`src/rtl/gpio_pkg.sv`:
```
// gpio_pkg: shared definitions for the GPIO bank.
//   - Register byte offsets within the 64-byte block (bits [1:0] are ignored by the decoder).
//   - Legal pin-count range and a helper that checks a candidate width against it.
package gpio_pkg;

    typedef logic [5:0] gpio_offset_t;

    localparam gpio_offset_t GPIO_DATA_IN    = 6'h00;
    localparam gpio_offset_t GPIO_DATA_OUT   = 6'h04;
    localparam gpio_offset_t GPIO_OUT_SET    = 6'h08;
    localparam gpio_offset_t GPIO_OUT_CLR    = 6'h0C;
    localparam gpio_offset_t GPIO_OUT_TGL    = 6'h10;
    localparam gpio_offset_t GPIO_DIR        = 6'h14;
    localparam gpio_offset_t GPIO_RISE_EN    = 6'h18;
    localparam gpio_offset_t GPIO_FALL_EN    = 6'h1C;
    localparam gpio_offset_t GPIO_IRQ_STATUS = 6'h20;

    localparam int unsigned GPIO_WIDTH_MIN = 1;
    localparam int unsigned GPIO_WIDTH_MAX = 32;

    function automatic bit gpio_width_legal(input int unsigned width);
        return (width >= GPIO_WIDTH_MIN) && (width <= GPIO_WIDTH_MAX);
    endfunction

endpackage

```
`src/rtl/gpio_bank_if.sv`:
```
// gpio_bank_if: data-memory bus slice seen by the GPIO bank.
//   MemWrite - write strobe, one cycle per access
//   MemRead  - read strobe; rdata is valid while it is high
//   addr     - byte offset within the block
//   wdata    - write data
//   rdata    - combinational read data, 0 when MemRead is low
// master = datapath side, slave = peripheral side.
interface gpio_bank_if #(
    parameter int unsigned DATA_WIDTH = 32
) ();

    logic                  MemWrite;
    logic                  MemRead;
    logic [5:0]            addr;
    logic [DATA_WIDTH-1:0] wdata;
    logic [DATA_WIDTH-1:0] rdata;

    modport master (
        output MemWrite,
        output MemRead,
        output addr,
        output wdata,
        input  rdata
    );

    modport slave (
        input  MemWrite,
        input  MemRead,
        input  addr,
        input  wdata,
        output rdata
    );

endinterface

```
`src/rtl/gpio_sync.sv`:
```
// gpio_sync: multi-flop synchroniser for asynchronous pin inputs.
//   clk   - sampling clock
//   reset - synchronous, active-high; clears every stage to 0
//   din   - asynchronous inputs, WIDTH bits
//   dout  - synchronised copy, STAGES cycles behind din
module gpio_sync #(
    parameter int unsigned WIDTH  = 8,
    parameter int unsigned STAGES = 2
) (
    input  logic             clk,
    input  logic             reset,
    input  logic [WIDTH-1:0] din,
    output logic [WIDTH-1:0] dout
);

    logic [WIDTH-1:0] stage_q [STAGES];

    always_ff @(posedge clk) begin
        if (reset) begin
            for (int i = 0; i < int'(STAGES); i++) begin
                stage_q[i] <= '0;
            end
        end else begin
            stage_q[0] <= din;
            for (int i = 1; i < int'(STAGES); i++) begin
                stage_q[i] <= stage_q[i-1];
            end
        end
    end

    assign dout = stage_q[STAGES-1];

endmodule

```
`src/rtl/gpio_bank.sv`:
```
// gpio_bank: memory-mapped GPIO peripheral on the data-memory bus.
//   clk           - single rising-edge clock
//   reset         - synchronous, active-high; bus accesses in a reset cycle are dropped
//   bus           - gpio_bank_if slave (MemWrite, MemRead, addr, wdata, rdata)
//   gpio_port_in  - asynchronous pin inputs
//   gpio_port_out - DATA_OUT masked by DIR
//   gpio_oe       - output enable, equal to DIR
//   irq           - level interrupt, OR of IRQ_STATUS
// Registers: DATA_IN (RO), DATA_OUT (RW), OUT_SET/CLR/TGL (WO, read 0), DIR, RISE_EN,
// FALL_EN (RW), IRQ_STATUS (RW1C). Only the low GPIO_WIDTH bits are stored.
module gpio_bank #(
    parameter int unsigned DATA_WIDTH  = 32,
    parameter int unsigned GPIO_WIDTH  = 8,
    parameter int unsigned SYNC_STAGES = 2
) (
    input  logic                  clk,
    input  logic                  reset,
    gpio_bank_if.slave            bus,
    input  logic [GPIO_WIDTH-1:0] gpio_port_in,
    output logic [GPIO_WIDTH-1:0] gpio_port_out,
    output logic [GPIO_WIDTH-1:0] gpio_oe,
    output logic                  irq
);

    import gpio_pkg::*;

    if (!gpio_width_legal(GPIO_WIDTH) || SYNC_STAGES < 2 || SYNC_STAGES > 3) begin : g_param_check
        $error("gpio_bank: GPIO_WIDTH or SYNC_STAGES out of range");
    end

    logic [GPIO_WIDTH-1:0] data_in;
    logic [GPIO_WIDTH-1:0] prev_q;
    logic [GPIO_WIDTH-1:0] rise;
    logic [GPIO_WIDTH-1:0] fall;
    logic [GPIO_WIDTH-1:0] irq_events;

    logic [GPIO_WIDTH-1:0] data_out_q,   data_out_d;
    logic [GPIO_WIDTH-1:0] dir_q,        dir_d;
    logic [GPIO_WIDTH-1:0] rise_en_q,    rise_en_d;
    logic [GPIO_WIDTH-1:0] fall_en_q,    fall_en_d;
    logic [GPIO_WIDTH-1:0] irq_status_q, irq_status_d;
    logic [GPIO_WIDTH-1:0] w1c_mask;

    gpio_offset_t          offset;
    logic [GPIO_WIDTH-1:0] wdata_g;
    logic [DATA_WIDTH-1:0] rdata_mux;
    logic                  unused_bus_bits;

    gpio_sync #(
        .WIDTH  (GPIO_WIDTH),
        .STAGES (SYNC_STAGES)
    ) u_sync (
        .clk   (clk),
        .reset (reset),
        .din   (gpio_port_in),
        .dout  (data_in)
    );

    assign offset          = {bus.addr[5:2], 2'b00};
    assign wdata_g         = bus.wdata[GPIO_WIDTH-1:0];
    // Byte-lane bits and wdata bits above the pin count carry no meaning here.
    assign unused_bus_bits = ^{bus.addr[1:0], bus.wdata};

    // Edge detect on the synchronised value against its one-cycle-delayed copy.
    assign rise       = data_in & ~prev_q;
    assign fall       = ~data_in & prev_q;
    assign irq_events = (rise & rise_en_q) | (fall & fall_en_q);

    always_comb begin
        data_out_d = data_out_q;
        dir_d      = dir_q;
        rise_en_d  = rise_en_q;
        fall_en_d  = fall_en_q;
        w1c_mask   = '0;
        if (bus.MemWrite) begin
            case (offset)
                GPIO_DATA_OUT:   data_out_d = wdata_g;
                GPIO_OUT_SET:    data_out_d = data_out_q | wdata_g;
                GPIO_OUT_CLR:    data_out_d = data_out_q & ~wdata_g;
                GPIO_OUT_TGL:    data_out_d = data_out_q ^ wdata_g;
                GPIO_DIR:        dir_d      = wdata_g;
                GPIO_RISE_EN:    rise_en_d  = wdata_g;
                GPIO_FALL_EN:    fall_en_d  = wdata_g;
                GPIO_IRQ_STATUS: w1c_mask   = wdata_g;
                default: ;
            endcase
        end
        // New events are ORed in after the clear so a same-cycle set beats the W1C.
        irq_status_d = (irq_status_q & ~w1c_mask) | irq_events;
    end

    always_ff @(posedge clk) begin
        if (reset) begin
            data_out_q   <= '0;
            dir_q        <= '0;
            rise_en_q    <= '0;
            fall_en_q    <= '0;
            irq_status_q <= '0;
            prev_q       <= '0;
        end else begin
            data_out_q   <= data_out_d;
            dir_q        <= dir_d;
            rise_en_q    <= rise_en_d;
            fall_en_q    <= fall_en_d;
            irq_status_q <= irq_status_d;
            prev_q       <= data_in;
        end
    end

    // Combinational read so a simultaneous write still returns the pre-write value.
    always_comb begin
        rdata_mux = '0;
        case (offset)
            GPIO_DATA_IN:    rdata_mux = DATA_WIDTH'(data_in);
            GPIO_DATA_OUT:   rdata_mux = DATA_WIDTH'(data_out_q);
            GPIO_DIR:        rdata_mux = DATA_WIDTH'(dir_q);
            GPIO_RISE_EN:    rdata_mux = DATA_WIDTH'(rise_en_q);
            GPIO_FALL_EN:    rdata_mux = DATA_WIDTH'(fall_en_q);
            GPIO_IRQ_STATUS: rdata_mux = DATA_WIDTH'(irq_status_q);
            default: ;
        endcase
    end

    assign bus.rdata     = bus.MemRead ? rdata_mux : '0;
    assign gpio_port_out = data_out_q & dir_q;
    assign gpio_oe       = dir_q;
    assign irq           = |irq_status_q;

endmodule

```
`src/flat_wrapper.sv`:
```
// flat-port wrapper written by rule: the top's interface ports become plain ports
module gpio_bank_flat import gpio_pkg::*;
#(
    parameter int unsigned DATA_WIDTH  = 32,
    parameter int unsigned GPIO_WIDTH  = 8,
    parameter int unsigned SYNC_STAGES = 2
)
  (clk, reset, gpio_port_in, gpio_port_out, gpio_oe, irq, bus_MemWrite, bus_MemRead, bus_addr, bus_wdata, bus_rdata);
  gpio_bank_if #(.DATA_WIDTH(DATA_WIDTH)) bus_i ();
  input  logic clk;
  input  logic reset;
  input  logic [GPIO_WIDTH-1:0] gpio_port_in;
  output logic [GPIO_WIDTH-1:0] gpio_port_out;
  output logic [GPIO_WIDTH-1:0] gpio_oe;
  output logic irq;
  input wire logic [$bits(bus_i.MemWrite)-1:0] bus_MemWrite;
  input wire logic [$bits(bus_i.MemRead)-1:0] bus_MemRead;
  input wire logic [$bits(bus_i.addr)-1:0] bus_addr;
  input wire logic [$bits(bus_i.wdata)-1:0] bus_wdata;
  output wire logic [$bits(bus_i.rdata)-1:0] bus_rdata;
  assign bus_i.MemWrite = bus_MemWrite;
  assign bus_i.MemRead = bus_MemRead;
  assign bus_i.addr = bus_addr;
  assign bus_i.wdata = bus_wdata;
  assign bus_rdata = bus_i.rdata;
  gpio_bank #(.DATA_WIDTH(DATA_WIDTH), .GPIO_WIDTH(GPIO_WIDTH), .SYNC_STAGES(SYNC_STAGES)) u_core (.clk(clk), .reset(reset), .bus(bus_i), .gpio_port_in(gpio_port_in), .gpio_port_out(gpio_port_out), .gpio_oe(gpio_oe), .irq(irq));
endmodule
```
`config.mk`:
```
export PLATFORM = sky130hd
export DESIGN_NAME = gpio_bank_flat
export DESIGN_NICKNAME = d
export VERILOG_FILES = /design/src/rtl/gpio_pkg.sv /design/src/rtl/gpio_bank_if.sv /design/src/rtl/gpio_sync.sv /design/src/rtl/gpio_bank.sv /design/src/flat_wrapper.sv
export SDC_FILE = /design/constraint.sdc
export NUM_CORES = 1
export LEC_CHECK = 0
export BUFFER_PORTS_ARGS = -buffer_cell sky130_fd_sc_hd__buf_2
export CORE_ASPECT_RATIO = 1.1
export CORE_UTILIZATION = 35
export DETAILED_ROUTE_END_ITERATION = 16
export GPL_ROUTABILITY_DRIVEN = 1
export PLACE_DENSITY = 0.64
export SLEW_MARGIN = 20
export SYNTH_ARGS = -nofsm -noshare
export SYNTH_HDL_FRONTEND = slang
export SYNTH_HIERARCHICAL = 1
export SYNTH_SLANG_ARGS = --single-unit
```
`constraint.sdc`:
```
create_clock -name clk -period 2.47 [get_ports clk]
set_input_delay 0.247 -clock clk [delete_from_list [all_inputs] [get_ports clk]]
set_output_delay 0.247 -clock clk [all_outputs]
set_load 0.005 [all_outputs]
```
==> results.md, run 1 <==
- Run status: finished clean
- Max-cap viol count: 0
- Initial antenna violation count: 0
- Post-Synth XOR/XNOR Area: 0
- Final worst path period share: 0.799
- CTS Buf Count: 9
- Sequential share of the synthesized area: 0.355
- Synth-to-layout area growth: 12.0%
- Kind of critical path: input pin to output pin
- Worst vdd ir: 0.325 mV
- Uppermost routed layer: met4
- Yosys warnings: 6
- # rows: 38
- Slew Limit Fails: 0
- CTS clock-pin slew for the worst setup and hold paths: 70 ps
- Die height: 108 µm
- Metal3 WL: roughly 540 µm
- R2R Setup Slk: approximately 1200 ps
- EDFF count, synth: 0
- Drt first-iter violations: 295
- Root buffer cell: clkbuf_8
- Resized Gates After CTS: 0
- Complex-gate fraction of the synthesized area: 0.165
- Synth Area in Adders: 0.0555
- Pwr Density: 588 nW/µm²
- Slew margin rel.: 0.529
- TritonCTS clock tree: done
- Wire length per cell: 15.7 µm
- Synth Area in Simple Gates: 0.235
- Gpl congestion: roughly 0.86
- Final antenna-violating net count: 0
- First-pass GRT wire length: around 14,000 µm
- Setup TNS: 0 ps
- Total grt overflow: 0
- Cts hold-fix bufs: 0
- Vias/cell: between 5 and 6
- N_diodes: 0
- Die Width: roughly 99 µm
- Hold WC Path Type: input pin to register
- Fillers: just under 1,000
- Post-CTS Setup Inserts: 0
- Unrepaired setup endpoints after global routing: no
- Clk buf depth: 2
- DRT Wirelength: between 9000 and 10,000 µm
- Actual slew at the worst max-slew pin: approximately 710 ps
- Core Area: about 10000 µm²
- Port Buffer Count: 48
- Final #Nets: 524
- Mean Syn Cell Area: about 8.5 µm²
- Post-layout util: 0.407
- Number of synthesized register bits: 64
- Sink Count: between 60 and 70
- WP data arrival: between 1500 and 2000 ps
- Clock Skew: roughly 9.5 ps
- Post-synthesis async set-or-reset flop share: 0
- Clock latency at the later pin of the worst-skew pair: roughly 350 ps
- Crit start category: input pin
- Largest net degree at the start of global routing: 37
- Final Hold Fails: 0
- Crit end category: output pin
- Post-Route M1 WL: 3850 µm
- Max H-tree Level: 3
- Tmin final: roughly 2000 ps
- Share of cells above drive strength 1: 0.207
- Vias in the first global route: ~3,000
- Detailed-route DRC error count: 0
- Die footprint: approximately 11,000 µm²
- GRT Overall Usage: 0.176
- Initial Util: 0.363
- Hold Slack: 108 ps
- DR vias: approximately 3,100
- IO Count: between 90 and 100
- Mapped Cells: 423
- Largest family of logic cells by synthesized area: simple AND/OR/NAND/NOR gates
- Top_reg_cell synth: dfxtp_1
- WP data required: approximately 2200 ps
- Crit-path max FO: 21
- Cell Area, Synth: between 3000 and 4000 µm²
- Hpwl dp: ~6600 µm
- Final setup viols: 0
- Static leakage: between 1.5 and 2 nW
- WL met2: roughly 4500 µm
- Mux share of post-synthesis cell area: 0.0683
- Synth unique cells: 44
- Fmax achieved: 507 MHz
- TritonRoute pass-1 iters: 6
[Yosys cell counts (3+ instances only)]
cell | count | area share
nor2b_1 | 11 | 0.019
and3b_1 | 4 | 0.0097
ha_1 | 16 | 0.055
buf_2 | 6 | 0.0083
dfxtp_1 | 64 | 0.36
nor3_1 | 3 | 0.0042
a22oi_1 | 5 | 0.010
clkbuf_1 | 13 | 0.014
a21oi_1 | 40 | 0.055
a22o_1 | 8 | 0.019
buf_1 | 5 | 0.0052
buf_4 | 33 | 0.069
o21ai_0 | 12 | 0.017
nor4_1 | 3 | 0.0052
and2b_2 | 6 | 0.015
nand3b_1 | 19 | 0.040
o2bb2ai_1 | 7 | 0.017
nand2_1 | 24 | 0.025
nor2_1 | 37 | 0.038
inv_1 | 17 | 0.018
nor2b_2 | 7 | 0.017
nand3_1 | 11 | 0.015
a221oi_1 | 3 | 0.0073
and2_1 | 9 | 0.016
a31oi_1 | 9 | 0.016
mux2i_1 | 19 | 0.053
mux2_2 | 5 | 0.016
o22ai_1 | 8 | 0.014
[cell usage in the layout, fill, tap and decap left out, types with 3 or more instances in the layout]
cell,instances
and2_1,9
dfxtp_1,64
clkbuf_8,12
nand2_1,24
conb_1,24
a22o_1,8
a31oi_1,9
buf_4,12
nand3b_1,19
nor4_1,3
mux2_2,5
mux2i_1,19
o2bb2ai_1,7
nand3_1,11
o22ai_1,8
ha_1,16
nor2b_2,7
a22oi_1,5
o21ai_0,12
nor2_1,37
a21oi_1,40
and2b_2,6
a221oi_1,3
nor2b_1,11
inv_1,17
and3b_1,4
nor3_1,3
buf_2,48
[through the flow]
step / setup slack, ps / total power [mW] / cell area [µm²] / cells
after floorplan: 874 / 1.30 / 3690 / 446
after global placement: 515 / 1.34 / 3810 / 567
after detailed placement: 498 / 1.34 / 3810 / 567
after CTS: 494 / 2.40 / 4040 / 583
after global routing: 403 / 2.48 / 4040 / 583
final: 496 / 2.38 / 4040 / 583
[state kept, by name, summed over array words and instances, names as in the netlist]
name                   cells
u_core/rise_en_q           8
u_core/irq_status_q        8
u_core/prev_q              8
u_core/data_out_q          8
u_core/gpio_oe             8
u_core/u_sync/stage_q     16
u_core/fall_en_q           8
[where the power goes]
group          total [mW]  internal (mW)  switching (mW)
registers            1.08           1.06          0.0231
clock network        1.05          0.652           0.397
logic               0.243         0.0917           0.152
[layer usage]
layer	GRT usage	vias to the layer above
met5	0	-
met4	0.0928	0
met1	0.206	1467
met2	0.304	147
li1	-	1487
met3	0.0343	20
[worst paths after layout]
| kind | startpoint | endpoint | cells past startpoint |
|---|---|---|---|
| max | bus_addr[3] | bus_rdata[3] | 6 |
| min | gpio_port_in[7] | u_core/u_sync/stage_q[0][7] | 2 |
| max reg2reg | u_core/data_out_q[0] | u_core/data_out_q[0] | 5 |
| min reg2reg | u_core/u_sync/stage_q[0][4] | u_core/u_sync/stage_q[0][12] | 1 |
[cell families (layout without fill, tap and decap cells)]
logic type,after synthesis,after routing
AND/OR/NAND/NOR,147,147
AO/OA/AOI/OAI,95,95
buffers and inverters,76,93
flip-flops,64,64
multiplexers,24,24
adder cells (fa/ha/maj),16,16
other,1,24
[layout make-up]
type                    count  area (µm²)  share of cell area
repair buffers             60         330              0.0818
well taps                 120         150              0.0372
multi-input cells         306        1980               0.491
clock inverters             2        60.1              0.0149
inverters                  17        63.8              0.0158
flip-flops and latches     64        1280               0.317
clock buffers              14         173              0.0427
[worst max-delay path, cell delays in order]
cell and delay, ps:
buf_2 320, and2_0 390, a22oi_1 100, or3_1 320
a21oi_1 190, buf_2 160
Power figures use the tool's default switching activity.
==> run 2: changes to the inputs <==
==> constraint.sdc (replaced) <==
create_clock -name clk -period 1.9 [get_ports clk]
set_input_delay 0.19 -clock clk [delete_from_list [all_inputs] [get_ports clk]]
set_output_delay 0.19 -clock clk [all_outputs]
set_load 0.005 [all_outputs]
==> run 2 against run 1 <==
Sequential cell count stayed put. Global-route usage rose by 0.24 points. Largest power group unchanged. Setup slack worse by 410 ps. Core utilization rose by 0.54 points. Largest cell class unchanged. Clock skew is 1.3 ps lower. Wire length down 0.76%. Total power increased by 24%.
==> results.md, run 2 (synthesized netlist as in run 1, its figures left out) <==
- Biggest register: u_core/u_sync/stage_q
- Port Buffer Count: 48
- TritonCTS clock tree: done
- R2R depth: 5
- Design Power: about 2.9 mW
- Share of cells above drive strength 1: 0.227
- Actual slew at the worst max-slew pin: roughly 520 ps
- Max reg flops: 16
- Detailed-route DRC error count: 0
- Min setup slack post-route: ~90 ps
- Final Hold Fails: 0
- Fillers: about 1,000
- Setup WS pre-CTS: about 110 ps
- Critical path's slowest cell: or3b_1
- Clock latency at the later pin of the worst-skew pair: ~350 ps
- Slew margin rel.: 0.645
- Hpwl dp: 6690 µm
- Worst Hold Depth: 2
- Die footprint: 10,700 µm²
- Drt first-iter violations: 305
- WP data required: 1710 ps
- Initial Util: 0.363
- CTS clock-pin slew for the worst setup and hold paths: ~70 ps
- Fmax achieved: between 500 and 600 MHz
- Worst hold path endpoint: u_core/u_sync/stage_q[0][7]
- Core Area: ~9900 µm²
- Reg-to-Reg Start: u_core/data_out_q[0]
- Post-CTS Setup Inserts: 0
- TritonRoute pass-1 iters: 5
- Resized Gates After CTS: 0
- Clk buf depth: 2
- Most frequent cells in the layout: 64 x dfxtp_1, 48 x buf_2, 40 x a21oi_1
- Vias in the first global route: between 2,000 and 3,000
- Unrepaired setup endpoints after global routing: no
- # rows: 38
- Final #Nets: 533
- Max-cap viol count: 0
- Total grt overflow: 0
- Gpl congestion: 0.891
- Cts hold-fix bufs: 0
- IO Count: 99
- Kind of critical path: input pin to output pin
- Largest net degree at the start of global routing: 23
- Final worst path period share: 0.952
- Synth-to-layout area growth: 13.5%
- Root buffer cell: clkbuf_8
- DR vias: between 3,000 and 4,000
- Crit end category: output pin
- First-pass GRT wire length: approximately 15,000 µm
- Max H-tree Level: 3
- Pwr Density: between 700 and 800 nW/µm²
- Hold path startpoint: gpio_port_in[7]
- Setup TNS: 0 ps
- Worst path bufs/invs: 3
- Tmin final: ~1800 ps
- Dpl cells: between 500 and 600
- GRT Overall Usage: 0.178
- Initial antenna violation count: 0
- Final antenna-violating net count: 0
- Final Non-Filler Cells: between 500 and 600
- Crit-path max cell delay: around 550 ps
- Vias/cell: ~5.3
- CP most frequent cell: buf_2
- Crit-path max FO: 21
- Hold WC Path Type: input pin to register
- Worst vdd ir: approximately 0.47 mV
- Worst reg2reg path endpoint: u_core/data_out_q[0]
- Run status: finished clean
- Slew Limit Fails: 0
- Die Width: ~99 µm
- Hold Slack: approximately 45 ps
- Crit start category: input pin
- Critical path's top delay family: simple AND/OR/NAND/NOR gates
- DRT Wirelength: approximately 9100 µm
- CTS Buf Count: 9
- R2R Setup Slk: about 620 ps
- WP data arrival: between 1500 and 2000 ps
- Die height: between 100 and 150 µm
- Final setup viols: 0
- Wire length per cell: 15.3 µm
- Static leakage: roughly 1.7 nW
- CP Cell Sequence: buf_2, or3b_1, nand4_1, buf_4, a31oi_1, buf_2
- N_diodes: 0
- Clock Skew: ~8.2 ps
- Sink Count: 64
- Most common cell after layout, fill and taps aside: dfxtp_1
==> run 2: stage by stage <==
step,cell area (µm²),utilization
final,4090,0.412
after global routing,4090,0.412
after CTS,4090,0.412
after detailed placement,3890,0.391
after global placement,3890,0.391
after floorplan,3690,-
==> run 2: power breakdown <==
group	total (mW)	switching [mW]	internal [mW]
combinational	0.331	0.199	0.132
clock	1.21	0.538	0.672
sequential	1.41	0.0294	1.38
total	2.95	0.766	2.18
==> run 2: layout make-up <==
type,count,area (µm²),area share
Sequential cell,64,1280,0.313
Clock inverter,5,55.1,0.0134
Timing Repair Buffer,69,410,0.100
Clock buffer,11,151,0.0370
Inverter,17,63.8,0.0156
Multi-Input combinational cell,306,1980,0.484
Tap cell,120,150,0.0367
==> run 2: how the worst max path moves through the flow <==
stage	start	to	slack [ps]	depth (start not counted)
finish	bus_addr[4]	bus_rdata[7]	90	6
global route	bus_addr[3]	bus_rdata[6]	30	5
CTS	bus_addr[4]	bus_rdata[7]	110	6
detailed placement	bus_addr[4]	bus_rdata[6]	110	6
global placement	bus_addr[4]	bus_rdata[7]	110	6
floorplan	bus_addr[5]	bus_rdata[1]	420	6
==> run 2: routing by layer <==
metal | track usage | vias up | part of all wire
met5 | 0 | - | 0
met4 | 0.0896 | 0 | 0.025
li1 | - | 1505 | -
met1 | 0.220 | 1471 | 0.44
met3 | 0.0317 | 19 | 0.056
met2 | 0.298 | 126 | 0.48
==> run 3: changes to the inputs <==
==> constraint.sdc (replaced) <==
create_clock -name clk -period 2.1 [get_ports clk]
set_input_delay 0.21 -clock clk [delete_from_list [all_inputs] [get_ports clk]]
set_output_delay 0.21 -clock clk [all_outputs]
set_load 0.005 [all_outputs]
==> run 3 against run 2 <==
Clock power is essentially flat. Critical path depth fell by 1. Total power is 5.1% lower. Largest cell class unchanged.
==> results.md, run 3 (synthesized netlist as in run 1, its figures left out) <==
- Run status: finished clean
- Final Hold Fails: 0
- Dpl cells: ~570
- Hold Slack: 64.6 ps
- Crit-path max FO: 18
- R2R Setup Slk: 830 ps
- Setup TNS: 0 ps
- Largest net degree at the start of global routing: 28
- Vias/cell: approximately 5.2
- CTS Buf Count: 9
- Final worst path period share: 0.940
- Die Width: about 100 µm
- Slew margin rel.: 0.644
- Gpl congestion: about 0.9
- Most common cell after layout, fill and taps aside: dfxtp_1
- Root buffer cell: clkbuf_8
- DR vias: between 3,000 and 4,000
- Core Area: just under 10,000 µm²
- Detailed-route DRC error count: 0
- Hold WC Path Type: input pin to register
- Post-layout util: 0.410
- Most frequent cells in the layout: 64 x dfxtp_1, 48 x buf_2, 40 x a21oi_1
- Register Area: 1280 µm²
- IO Count: 99
- Die footprint: 10,700 µm²
- Clk buf depth: 2
- Max reg flops: 16
- GRT Overall Usage: 0.176
- Fillers: roughly 1,000
- CTS clock-pin slew for the worst setup and hold paths: about 70 ps
- Worst hold path endpoint: u_core/u_sync/stage_q[0][6]
- # rows: 38
- Resized Gates After CTS: 0
- Synth-to-layout area growth: 13.0%
- Reg-to-Reg Start: u_core/data_out_q[7]
- WP data required: between 1500 and 2000 ps
- Worst Hold Depth: 2
- Worst reg2reg path endpoint: u_core/data_out_q[7]
- Max-cap viol count: 0
- Drt first-iter violations: roughly 220
- Biggest register: u_core/u_sync/stage_q
- WP data arrival: 1760 ps
- Max H-tree Level: 3
- Post-CTS Setup Inserts: 0
- Initial antenna violation count: 0
- Unrepaired setup endpoints after global routing: no
- Hpwl dp: approximately 6500 µm
- Die height: approximately 110 µm
- First-pass GRT wire length: approximately 14,000 µm
- TritonCTS clock tree: done
- Cts hold-fix bufs: 0
- Wire length per cell: between 15 and 20 µm
- DRT Wirelength: 9070 µm
- Fmax achieved: ~510 MHz
- Static leakage: between 1.5 and 2 nW
- Kind of critical path: input pin to output pin
- Final antenna-violating net count: 0
- Crit end category: output pin
- N_diodes: 0
- Clock Skew: 7.89 ps
- Final setup viols: 0
- Total grt overflow: 0
- Final Non-Filler Cells: 586
- Tmin final: approximately 2000 ps
- Slew Limit Fails: 0
- Final #Nets: about 530
- Vias in the first global route: 2,691
- Port Buffer Count: 48
- Clock latency at the later pin of the worst-skew pair: 350 ps
- Actual slew at the worst max-slew pin: 534 ps
- TritonRoute pass-1 iters: 4
- Sink Count: 64
- Hold path startpoint: gpio_port_in[6]
- Initial Util: 0.363
- Share of cells above drive strength 1: 0.217
- Crit start category: input pin
- Multi-input combinational cell area: about 2000 µm²
- R2R depth: 5
- Pwr Density: 686 nW/µm²
- Worst vdd ir: between 0.3 and 0.4 mV
==> run 3: changes by cell type in the layout (fill, tap and decap cells not counted), sizes merged <==
cell | before | now
inv | 17 | 18
clkinvlp | 2 | 1
buf | 69 | 64
clkinv | 2 | 0
bufinv | 1 | 2
==> run 3: cell type report <==
| class | instances | area share |
|---|---|---|
| inverter | 17 | 0.0156 |
| clock buffer | 11 | 0.0371 |
| timing repair buffer | 64 | 0.0914 |
| sequential | 64 | 0.314 |
| tap | 120 | 0.0368 |
| multi-input combinational | 306 | 0.486 |
| clock inverter | 4 | 0.0187 |
==> run 3: worst max path at each step <==
| stage | startpoint | endpoint | slack [ps] |
|---|---|---|---|
| after global placement | bus_addr[2] | bus_rdata[7] | 160 |
| after detailed placement | bus_addr[2] | bus_rdata[5] | 170 |
| final | bus_addr[2] | bus_rdata[7] | 130 |
| after CTS | bus_addr[2] | bus_rdata[5] | 160 |
| after floorplan | bus_addr[5] | bus_rdata[1] | 580 |
| after global routing | bus_addr[2] | bus_rdata[7] | 50 |
==> run 3: worst max-delay path, stage by stage <==
cell     delay (ps)
buf_2           290
or3b_1          330
nand4_1         400
a31oi_1         360
buf_2           160
==> run 3: stage by stage <==
step | area [µm²] | power, mW | worst slack (ps)
after global placement | 3850 | 1.58 | 157
after global routing | 4080 | 2.91 | 53.7
after CTS | 4080 | 2.83 | 155
final | 4080 | 2.80 | 127
after detailed placement | 3850 | 1.59 | 169
after floorplan | 3690 | 1.52 | 578
==> run 3: layer usage <==
layer | track usage | wire length [µm]
met2 | 0.285 | 4310
met5 | 0 | 0
met1 | 0.228 | 4100
met4 | 0.0885 | 180
met3 | 0.0271 | 487
==> run 3: where the power goes <==
part / internal (mW) / switching (mW) / leakage [nW] / total (mW)
combinational: 0.114 / 0.178 / 1.10 / 0.292
clock: 0.731 / 0.502 / 0.112 / 1.23
sequential: 1.25 / 0.0269 / 0.521 / 1.27
total: 2.09 / 0.707 / 1.73 / 2.80
